[config.mk]
export PLATFORM = sky130hd
export DESIGN_NAME = mc_controller
export DESIGN_NICKNAME = d
export VERILOG_FILES = /design/src/rtl/mc_pkg.sv /design/src/rtl/mc_aludec.sv /design/src/rtl/mc_controller.sv
export SDC_FILE = /design/constraint.sdc
export NUM_CORES = 1
export LEC_CHECK = 0
export ABC_AREA = 1
export CORE_MARGIN = 4
export CORE_UTILIZATION = 36
export CTS_CLUSTER_DIAMETER = 120
export CTS_CLUSTER_SIZE = 40
export DETAILED_ROUTE_END_ITERATION = 6
export HOLD_SLACK_MARGIN = 0.03
export PLACE_DENSITY = 0.78
export SKIP_LAST_GASP = 1
export SLEW_MARGIN = 10
export SYNTH_ARGS = -nofsm -noshare
export SYNTH_HDL_FRONTEND = slang
export SYNTH_SLANG_ARGS = --single-unit
[constraint.sdc]
create_clock -name clk -period 1.5 [get_ports clk]
set_input_delay 0.225 -clock clk [delete_from_list [all_inputs] [get_ports clk]]
set_output_delay 0.225 -clock clk [all_outputs]
set_load 0.01 [all_outputs]
[src/rtl/mc_pkg.sv]
// Shared types and encodings for the multicycle MIPS main controller.
package mc_pkg;

  typedef enum logic [3:0] {
    S_FETCH   = 4'd0,
    S_DECODE  = 4'd1,
    S_MEMADR  = 4'd2,
    S_MEMRD   = 4'd3,
    S_MEMWB   = 4'd4,
    S_MEMWR   = 4'd5,
    S_RTYPEEX = 4'd6,
    S_RTYPEWB = 4'd7,
    S_BEQEX   = 4'd8,
    S_ADDIEX  = 4'd9,
    S_IWB     = 4'd10,
    S_JEX     = 4'd11,
    S_ORIEX   = 4'd12,
    S_BNEEX   = 4'd13
  } state_t;

  localparam logic [5:0] OP_RTYPE = 6'b000000;
  localparam logic [5:0] OP_LW    = 6'b100011;
  localparam logic [5:0] OP_SW    = 6'b101011;
  localparam logic [5:0] OP_BEQ   = 6'b000100;
  localparam logic [5:0] OP_BNE   = 6'b000101;
  localparam logic [5:0] OP_ADDI  = 6'b001000;
  localparam logic [5:0] OP_ORI   = 6'b001101;
  localparam logic [5:0] OP_J     = 6'b000010;

  typedef enum logic [1:0] {
    ALUOP_ADD   = 2'b00,
    ALUOP_SUB   = 2'b01,
    ALUOP_FUNCT = 2'b10,
    ALUOP_OR    = 2'b11
  } aluop_t;

  localparam logic [5:0] FN_ADD = 6'b100000;
  localparam logic [5:0] FN_SUB = 6'b100010;
  localparam logic [5:0] FN_AND = 6'b100100;
  localparam logic [5:0] FN_OR  = 6'b100101;
  localparam logic [5:0] FN_SLT = 6'b101010;

  localparam logic [2:0] ALU_AND = 3'b000;
  localparam logic [2:0] ALU_OR  = 3'b001;
  localparam logic [2:0] ALU_ADD = 3'b010;
  localparam logic [2:0] ALU_SUB = 3'b110;
  localparam logic [2:0] ALU_SLT = 3'b111;

endpackage

[src/rtl/mc_aludec.sv]
// ALU function decoder: maps the controller's aluop and the R-type funct field
// to the 3-bit ALU operation.
module mc_aludec import mc_pkg::*; (
  input  aluop_t      aluop_i,
  input  logic [5:0]  funct_i,
  output logic [2:0]  alucontrol_o
);

  always_comb begin
    alucontrol_o = ALU_ADD;
    case (aluop_i)
      ALUOP_ADD: alucontrol_o = ALU_ADD;
      ALUOP_SUB: alucontrol_o = ALU_SUB;
      ALUOP_OR:  alucontrol_o = ALU_OR;
      ALUOP_FUNCT: begin
        case (funct_i)
          FN_ADD:  alucontrol_o = ALU_ADD;
          FN_SUB:  alucontrol_o = ALU_SUB;
          FN_AND:  alucontrol_o = ALU_AND;
          FN_OR:   alucontrol_o = ALU_OR;
          FN_SLT:  alucontrol_o = ALU_SLT;
          default: alucontrol_o = ALU_ADD;
        endcase
      end
      default: alucontrol_o = ALU_ADD;
    endcase
  end

endmodule

[src/rtl/mc_controller.sv]
// Moore main controller for the multicycle MIPS datapath: sequences fetch,
// decode, execute, memory and writeback, and forms the PC enable.
module mc_controller import mc_pkg::*; #(
  parameter bit EXT_OPS = 1'b1
) (
  input  logic       clk,
  input  logic       reset,
  input  logic [5:0] op,
  input  logic [5:0] funct,
  input  logic       zero,
  output logic       pcen,
  output logic       memwrite,
  output logic       irwrite,
  output logic       regwrite,
  output logic       iord,
  output logic       memtoreg,
  output logic       regdst,
  output logic       alusrca,
  output logic [1:0] alusrcb,
  output logic [1:0] pcsrc,
  output logic       zeroext,
  output logic [2:0] alucontrol,
  output logic [3:0] state
);

  state_t state_q, state_d;
  aluop_t aluop;
  logic   pcwrite, branch, bne_br;
  logic   irwrite_raw, memwrite_raw, regwrite_raw;

  always_ff @(posedge clk or posedge reset) begin
    if (reset) state_q <= S_FETCH;
    else       state_q <= state_d;
  end

  always_comb begin
    state_d = S_FETCH;
    case (state_q)
      S_FETCH: state_d = S_DECODE;
      S_DECODE: begin
        case (op)
          OP_LW, OP_SW: state_d = S_MEMADR;
          OP_RTYPE:     state_d = S_RTYPEEX;
          OP_BEQ:       state_d = S_BEQEX;
          OP_BNE:       state_d = EXT_OPS ? S_BNEEX : S_FETCH;
          OP_ADDI:      state_d = S_ADDIEX;
          OP_ORI:       state_d = EXT_OPS ? S_ORIEX : S_FETCH;
          OP_J:         state_d = S_JEX;
          default:      state_d = S_FETCH;
        endcase
      end
      S_MEMADR: begin
        if (op == OP_LW)      state_d = S_MEMRD;
        else if (op == OP_SW) state_d = S_MEMWR;
      end
      S_MEMRD:          state_d = S_MEMWB;
      S_RTYPEEX:        state_d = S_RTYPEWB;
      S_ADDIEX, S_ORIEX: state_d = S_IWB;
      default:          state_d = S_FETCH;
    endcase
  end

  always_comb begin
    pcwrite      = 1'b0;
    branch       = 1'b0;
    bne_br       = 1'b0;
    irwrite_raw  = 1'b0;
    memwrite_raw = 1'b0;
    regwrite_raw = 1'b0;
    iord         = 1'b0;
    memtoreg     = 1'b0;
    regdst       = 1'b0;
    alusrca      = 1'b0;
    alusrcb      = 2'b00;
    pcsrc        = 2'b00;
    zeroext      = 1'b0;
    aluop        = ALUOP_ADD;
    case (state_q)
      S_FETCH: begin
        irwrite_raw = 1'b1;
        pcwrite     = 1'b1;
        alusrcb     = 2'b01;
      end
      S_DECODE: alusrcb = 2'b11;
      S_MEMADR: begin
        alusrca = 1'b1;
        alusrcb = 2'b10;
      end
      S_MEMRD: iord = 1'b1;
      S_MEMWB: begin
        memtoreg     = 1'b1;
        regwrite_raw = 1'b1;
      end
      S_MEMWR: begin
        iord         = 1'b1;
        memwrite_raw = 1'b1;
      end
      S_RTYPEEX: begin
        alusrca = 1'b1;
        aluop   = ALUOP_FUNCT;
      end
      S_RTYPEWB: begin
        regdst       = 1'b1;
        regwrite_raw = 1'b1;
      end
      S_BEQEX, S_BNEEX: begin
        alusrca = 1'b1;
        aluop   = ALUOP_SUB;
        pcsrc   = 2'b01;
        branch  = (state_q == S_BEQEX);
        bne_br  = (state_q == S_BNEEX);
      end
      S_ADDIEX: begin
        alusrca = 1'b1;
        alusrcb = 2'b10;
      end
      S_ORIEX: begin
        alusrca = 1'b1;
        alusrcb = 2'b10;
        aluop   = ALUOP_OR;
        zeroext = 1'b1;
      end
      S_IWB: regwrite_raw = 1'b1;
      S_JEX: begin
        pcsrc   = 2'b10;
        pcwrite = 1'b1;
      end
      default: ;
    endcase
  end

  mc_aludec u_aludec (
    .aluop_i      (aluop),
    .funct_i      (funct),
    .alucontrol_o (alucontrol)
  );

  // State already reads FETCH during reset; only the write strobes need masking.
  assign pcen     = ~reset & (pcwrite | (branch & zero) | (bne_br & ~zero));
  assign irwrite  = ~reset & irwrite_raw;
  assign memwrite = ~reset & memwrite_raw;
  assign regwrite = ~reset & regwrite_raw;
  assign state    = state_q;

endmodule

-- After elaboration in Yosys (flattened, before gate mapping)
Index checks and enable logic that the tools add are counted.
- bits in registers: 4
- input bits: 15
- bitwise gates (word level): 10
- reductions and logical operators: 11
- eq/ne operators: 27
- muxes and demuxes: 20
- operators with widths (cell ; count):
    6-bit == test, second input constant ; 6
    4-bit one-hot mux with 7 select lines ; 1
    4-bit == test, second input constant ; 6
    3-bit one-hot mux with 4 select lines ; 2
    4-bit one-hot mux with 6 select lines ; 1
    4-bit by 3-bit == test with 1-bit output, second input constant ; 4
    6-bit by 3-bit == test with 1-bit output, second input constant ; 2
    6-bit by 4-bit == test with 1-bit output, second input constant ; 2
    2-bit one-hot mux with 3 select lines ; 2
    1-bit two-way mux ; 11
    2-bit OR reduction ; 5
    4-bit by 2-bit == test with 1-bit output, second input constant ; 2
    1-bit bitwise AND ; 6
    6-bit by 2-bit == test with 1-bit output, second input constant ; 1
    6-bit zero test ; 1
    3-bit two-way mux ; 2
    3-bit OR reduction ; 2
    6-bit OR reduction ; 1
    2-bit == test, second input constant ; 2
    4-bit by 1-bit == test with 1-bit output, second input constant ; 1
    4-bit zero test ; 1
    2-bit one-hot mux with 2 select lines ; 1
    2-bit by 1-bit == test with 1-bit output, second input constant ; 1
    2-bit zero test ; 1
    2 further kinds ; 4

-- Longest topological paths before layout
Gate-level depths: netlist of run 1.
- depth in word-level cells: 7
- mapped depth: 7
- depth with buffers taken out: 7

-- Cells and area by module
A second synthesis of run 1 with hierarchy kept.
- cells, all modules: 117
- area total of the unflattened synthesis: 598.1 µm²
- by module, submodules not included (module ; sequential area each (µm²) ; times used ; area each (µm²) ; cells each):
    mc_controller ; 100.1 ; 1 ; 489.2 ; 93
    mc_aludec ; 0.0 ; 1 ; 108.9 ; 24

-- Worst setup path after synthesis of run 1
Ideal clock, no wire load.
- kind: flip-flop to output port
- from: register state_q[2] (netlist: state[2])
- to: output pcen
- required time: 1.275 ns
- arrival: 1.138 ns
- path slack: 0.137 ns
- cell stages (with the launch flop): 6
- cell sequence: dfrtp_1 -> inv_1 -> nand2_1 -> nor2_1 -> nor2_1 -> a21oi_1
- word-level cells in the longest chain between the ends: 7
- ends and longest elaborated chain (element ; line ; RTL):
    from (decl) ; mc_controller.sv:26 ; state_t state_q, state_d;
    from (signal assigned) ; mc_controller.sv:33 ; else state_q <= state_d;
    4-bit == test, on equally long branches ; mc_controller.sv:78, mc_controller.sv:110, mc_controller.sv:111 ;
    2-bit OR reduction ; mc_controller.sv:78 ; case (state_q)
    1-bit two-way mux ; mc_controller.sv:78 ;
    1-bit bitwise AND ; mc_controller.sv:139 ; assign pcen = ~reset & (pcwrite | (branch & zero) | (bne_br & ~zero));
    1-bit OR ; mc_controller.sv:139 ;
    1-bit OR (*) ; mc_controller.sv:139 ;
    1-bit bitwise AND (*) ; mc_controller.sv:139 ;
    to (decl) ; mc_controller.sv:11 ; output logic pcen,
Every way passes the cells marked *; elsewhere a longest branch is shown, timed or not.

-- Worst setup path in the final report of run 1
- from: register state_q[3] (netlist: state[3])
- to: output pcen
The elaborated chain is that of the path after synthesis.

==> impl_metrics.ini, run 1 <==
[power_and_ir_drop]
finalPower_w = 0.00152
power_density_nw_per_um2 = 1130
power.static_leakage_nw = 0.789
ir_worst_vdd_uv = 1070

[worst_setup_path]
max_stage_delay_ps = 460
crit_path_end = pcen
critical_path.max_fanout = 4
timing_worst_setup_path_type = register to output pin
critical-path-top-cell-by-count = buf_6
worst_ep_required_time_ps = 1270
worst_r2r_path_depth = 9
worstSetupEndpointType = output pin
timing.critical_path.arrival_ps = 1560
cp-startpoint = state[3]
reg2reg_from = state[1]
critPathSlowestCell = dfrtp_2
timing.critical_path.cells = buf_6 -> buf_6 -> nand2_4 -> nor2_4 -> o21ai_1 -> a21oi_1 -> buf_2
start_kind = register
rr_endpoint = state[1]
r2r_setup_slack_ps = 130

[floorplanning]
floorplan.initialDensity_pct = 38.3
num_io_pins = 35
die_width_um = 48.0
placement_rows = 14
design.core.area_um2 = 1510
fp.dieH_um = 48.0
die_area_um2 = 2310

[sta]
post-route-period-util_pct = 119
tightest_slew_ps = 334
report.final.slew_viol_count = 0
timing.final.hold_violations = 0
grt_setup_unrepaired = true
final.setup.worst_slack_ps = -284
timing.fmax_mhz = 561
timing.final.crit_period_ps = 1780
worst_clock_skew_ps = 3.64
worst_slew_margin_relative_to_its_limit_pct = 77.6
hold_ws_ps = 455
setup_viol_count_final = 16

[run_status]
run_status = finished with violations
violations = negative setup slack

[layout]
fraction_of_final_layout_cells_sized_beyond_drive_strength_1_pct = 50.5
largest_register_ff_count = 4
final_area_um2 = 1340
mostFrequentLayoutCell = nand2_1
post_synthesis_to_final_layout_area_growth_pct = 132
finalCoreUtilization_pct = 89.0
layout.cells.most_common_list = nand2_1 (20), buf_4 (19), nor2_1 (18)
fin_nets = 201
antenna-diode-count = 0

[placed_design]
finalWeightedCongestion = 0.863
dpl-instance-area_um2 = 1100
placement.io_buffers = 34
post-dp-hpwl_um = 1650

[clock_network]
clk_pin_slew_worst_paths_ps = 40
clkSinkCount = 4
clock_tree.root_cell = clkbuf_4
clk_path_buf_depth = 2
cts-buffers-inserted = 3
hold_buffers = 0
tritoncts = yes
source_to_sink_clock_delay_at_the_later_pin_of_the_worst_skew_pair_ps = 240
cts-htree-levels = 1

[routing]
finalWirelength_um = 3410
num_vias = 1106
avgRoutedWirePerCell_um = 17.0
firstDrtPassIters = 4
postRouteAntennaNets = 0
vias_cell = 5.53
post-route-drc-count = 0
drt-initial-drc-count = 46

[global_route]
grt_first_pass_wirelength_um = 3760
grt_antenna_before_repair = 0
gr-total-overflow = 0
grt_pass1_vias = 951
grt_start_max_net_pins = 6
grt_usage_pct = 22.6

[logic_synthesis]
yosys_register_bits = 4
number_of_warnings_reported_in_the_yosys_synthesis_log = 0
yosys.cell_types.count = 13
syn-cell-area_um2 = 577
syn-instance-count = 115
syn-mean-instance-area_um2 = 5.02
synthesis.nets = 130
ys_seq_area_share_pct = 17.4

[min_path]
hold_path_class = primary input to asynchronous set/reset pin

[flow_run]
cap_viol_max_count = 0
-- power breakdown --
group | internal, W | switching, W
registers | 0.000143 | 0.0000604
clock network | 0.0000898 | 0.0000481
logic | 0.000549 | 0.000630
total | 0.000781 | 0.000739
-- final cells by class --
cell class | count | area, um^2
repair buffers | 66 | 567
clock buffers | 3 | 22.5
fillers | 79 | 166
multi-input cells | 88 | 527
inverters | 23 | 98.8
flip-flops and latches | 4 | 105
well taps | 16 | 20.0
-- cell usage after synthesis, drive strengths merged --
| cell | n | area share [%] |
|---|---|---|
| dfrtp | 4 | 17 |
| o21ai | 5 | 4.3 |
| nand2 | 31 | 22 |
| nor2 | 31 | 21 |
| inv | 23 | 15 |
| a21oi | 1 | 0.87 |
| nor3 | 2 | 1.7 |
| nand3 | 10 | 8.7 |
| nand4 | 8 | 8.7 |
-- worst max-delay path, delay by kind of cell (launching register included) --
family / cells / cell delay, ps
flops: 1 / 460
buf+inv: 3 / 410
compound gates: 2 / 300
simple gates: 2 / 150
-- logic make-up after synthesis --
kind of cell,count (synthesis),synth area share [%]
compound gates,6,5.20
buf+inv,23,15.0
flops,4,17.4
simple gates,82,62.5
-- worst min path at each step --
| stage | end | depth (start not counted) | slack [ps] | start |
|---|---|---|---|---|
| 2_1_floorplan | state[0] | 1 | -3 | reset |
| 3_3_place_gp | state[2] | 3 | 610 | reset |
| 3_5_place_dp | state[0] | 3 | 610 | reset |
| 4_1_cts | state[3] | 3 | 370 | reset |
| 5_1_grt | state[2] | 3 | 470 | reset |
| 6_report | state[2] | 3 | 450 | reset |
-- routing by layer --
layer / part of all wire (%) / vias up / global-route usage [%]
met2: 52 / 60 / 42.7
met1: 39 / 529 / 24.0
met4: 2.7 / 0 / 10.8
li1: - / 505 / -
met5: 0 / - / 0
met3: 6.3 / 12 / 3.01
-- repair_timing --
action                                  CTS  global route
gates cloned                              0             0
pin swaps                                 8            15
buffers inserted                          7             4
gates resized for setup                  87            48
endpoints found under the setup margin   20            17
-- through the flow --
step | setup TNS [ps] | setup WS (ps) | std cells
finish | -2000 | -284 | 200
floorplan | 0 | 137 | 115
global route | -3060 | -316 | 200
CTS | -1170 | -134 | 197
detailed placement | -3700 | -458 | 187
global placement | -3360 | -409 | 187
(Power assumes the default switching activity.)
==> inputs of run 2 (changes only) <==
--- a/config.mk
+++ b/config.mk
@@ -11,8 +11,8 @@
 export CTS_CLUSTER_DIAMETER = 120
 export CTS_CLUSTER_SIZE = 40
 export DETAILED_ROUTE_END_ITERATION = 6
-export HOLD_SLACK_MARGIN = 0.03
 export PLACE_DENSITY = 0.78
+export SETUP_SLACK_MARGIN = 0.05
 export SKIP_LAST_GASP = 1
 export SLEW_MARGIN = 10
 export SYNTH_ARGS = -nofsm -noshare
==> run 2 against run 1 <==
Against the previous run:
- the flow still finishes with violations (negative setup slack)
- power shrank 9.3%
- clock skew shrank 0.94 ps
- hold slack lost 54 ps
- core utilization shrank 5.4 points
- sequential power shrank 2%
- critical path depth is the same
- non-clock buffer count shrank 2
- largest cell class unchanged
==> impl_metrics.ini, run 2 (synthesized netlist as in run 1, its figures left out) <==
[routing]
vias_cell = 5.44
avgRoutedWirePerCell_um = 15.1
postRouteAntennaNets = 0
drt-initial-drc-count = 24
firstDrtPassIters = 4
finalWirelength_um = 2980
post-route-drc-count = 0
num_vias = 1077

[clock_network]
source_to_sink_clock_delay_at_the_later_pin_of_the_worst_skew_pair_ps = 230
clk_path_buf_depth = 2
clk_pin_slew_worst_paths_ps = 40
cts-buffers-inserted = 3
clock_tree.root_cell = clkbuf_4
tritoncts = yes
clkSinkCount = 4
hold_buffers = 0
cts-htree-levels = 1

[floorplanning]
die_width_um = 48.0
placement_rows = 14
design.core.area_um2 = 1510
fp.dieH_um = 48.0
floorplan.initialDensity_pct = 38.3
num_io_pins = 35
die_area_um2 = 2310

[sta]
tightest_slew_ps = 328
worst_slew_margin_relative_to_its_limit_pct = 78.1
timing.fmax_mhz = 587
grt_setup_unrepaired = true
final.setup.worst_slack_ps = -205
worst_clock_skew_ps = 2.71
timing.final.hold_violations = 0
post-route-period-util_pct = 114
setup_viol_count_final = 15
timing.final.crit_period_ps = 1700
report.final.slew_viol_count = 0

[worst_setup_path]
start_kind = register
critPathTopFamily = simple AND/OR/NAND/NOR gates
worst_ep_required_time_ps = 1270
critPathSlowestCell = dfrtp_2
timing.critical_path.cells = buf_6 -> inv_4 -> nand2_4 -> nor2_4 -> nand4_1 -> nand2_1 -> buf_2
worstSetupEndpointType = output pin
r2r_setup_slack_ps = -120
timing_worst_setup_path_type = register to output pin
critical_path.max_fanout = 4
cp_num_buf_inv = 3
max_stage_delay_ps = 440
timing.critical_path.arrival_ps = 1480

[global_route]
grt_antenna_before_repair = 0
grt_start_max_net_pins = 6
grt_pass1_vias = 936
gr-total-overflow = 0
grt_usage_pct = 22.9
grt_first_pass_wirelength_um = 3800

[placed_design]
cell_count_after_placement = 187
post-dp-hpwl_um = 1650
finalWeightedCongestion = 0.863
placement.io_buffers = 34

[layout]
footprint_of_the_multi_input_gates_um2 = 489
instances_no_fill = 198
seq_area_um2 = 105
fraction_of_final_layout_cells_sized_beyond_drive_strength_1_pct = 47.8
layout.filler_cells = 91
post_synthesis_to_final_layout_area_growth_pct = 118
fin_nets = 199
layout.cells.most_common_list = nand2_1 (22), buf_4 (22), nor2_1 (17)
antenna-diode-count = 0
largest_register_ff_count = 4

[power_and_ir_drop]
finalPower_w = 0.00138
power_density_nw_per_um2 = 1100
ir_worst_vdd_uv = 794
power.static_leakage_nw = 0.757

[run_status]
violations = negative setup slack
run_status = finished with violations

[flow_run]
cap_viol_max_count = 0

[min_path]
hold_path_class = primary input to asynchronous set/reset pin
run 2: routing by layer:
layer | share of wire (%) | up-vias | global-route usage, %
met1 | 34 | 475 | 23.6
met2 | 50 | 70 | 44.3
met4 | 6.3 | 0 | 9.68
li1 | - | 504 | -
met3 | 9.1 | 28 | 4.14
met5 | 0 | - | 0
run 2: worst paths after layout:
| path | to | cells past startpoint | start |
|---|---|---|---|
| min in group clk | state[0] | 4 | op[3] |
| setup / recovery | alucontrol[2] | 7 | state[0] |
| hold / removal | state[2] | 3 | reset |
| setup reg to reg | state[1] | 10 | state[1] |
| max in group asynchronous | state[0] | 3 | reset |
| hold reg to reg | state[3] | 5 | state[2] |
run 2: through the flow:
stage | hold WS, ps | utilization [%] | instance area (um^2) | setup TNS, ps | setup WS [ps]
6_report | 401 | 83.6 | 1260 | -1680 | -205
5_1_grt | 419 | 83.6 | 1260 | -2570 | -232
4_1_cts | 374 | 77.9 | 1170 | -1170 | -134
3_5_place_dp | 613 | 73.2 | 1100 | -3700 | -458
3_3_place_gp | 609 | 73.2 | 1100 | -3360 | -409
2_1_floorplan | -3.11 | - | 577 | 0 | 137
run 2: repair_timing:
action | 4_1_cts | 5_1_grt
setup buffers | 7 | 1
pin swaps | 8 | 11
resized for setup | 88 | 33
setup endpoints to repair | 20 | 19
run 2: cell type report:
type / instances / share of cell area (%)
Clock buffer: 3 / 1.79
Tap cell: 16 / 1.59
Sequential cell: 4 / 8.35
Inverter: 23 / 7.46
Timing Repair Buffer: 64 / 41.9
Multi-Input combinational cell: 88 / 38.9
run 2: worst min-delay path, stage by stage:
cell	delay, ps
clkdlybuf4s50_1	480
inv_1	110
buf_4	140
run 2: power by group:
part	leakage (nW)	switching (W)	internal (W)
sequential	0.0473	0.0000559	0.000143
clock	0.0138	0.0000446	0.0000895
combinational	0.696	0.000554	0.000492
total	0.757	0.000655	0.000724
==> inputs of run 3 (changes only) <==
--- a/config.mk
+++ b/config.mk
@@ -14,7 +14,6 @@
 export PLACE_DENSITY = 0.78
 export SETUP_SLACK_MARGIN = 0.05
 export SKIP_LAST_GASP = 1
-export SLEW_MARGIN = 10
 export SYNTH_ARGS = -nofsm -noshare
 export SYNTH_HDL_FRONTEND = slang
 export SYNTH_SLANG_ARGS = --single-unit
==> results of run 3 <==
No change in the layout: final DEF, timing and power equal those of run 2.
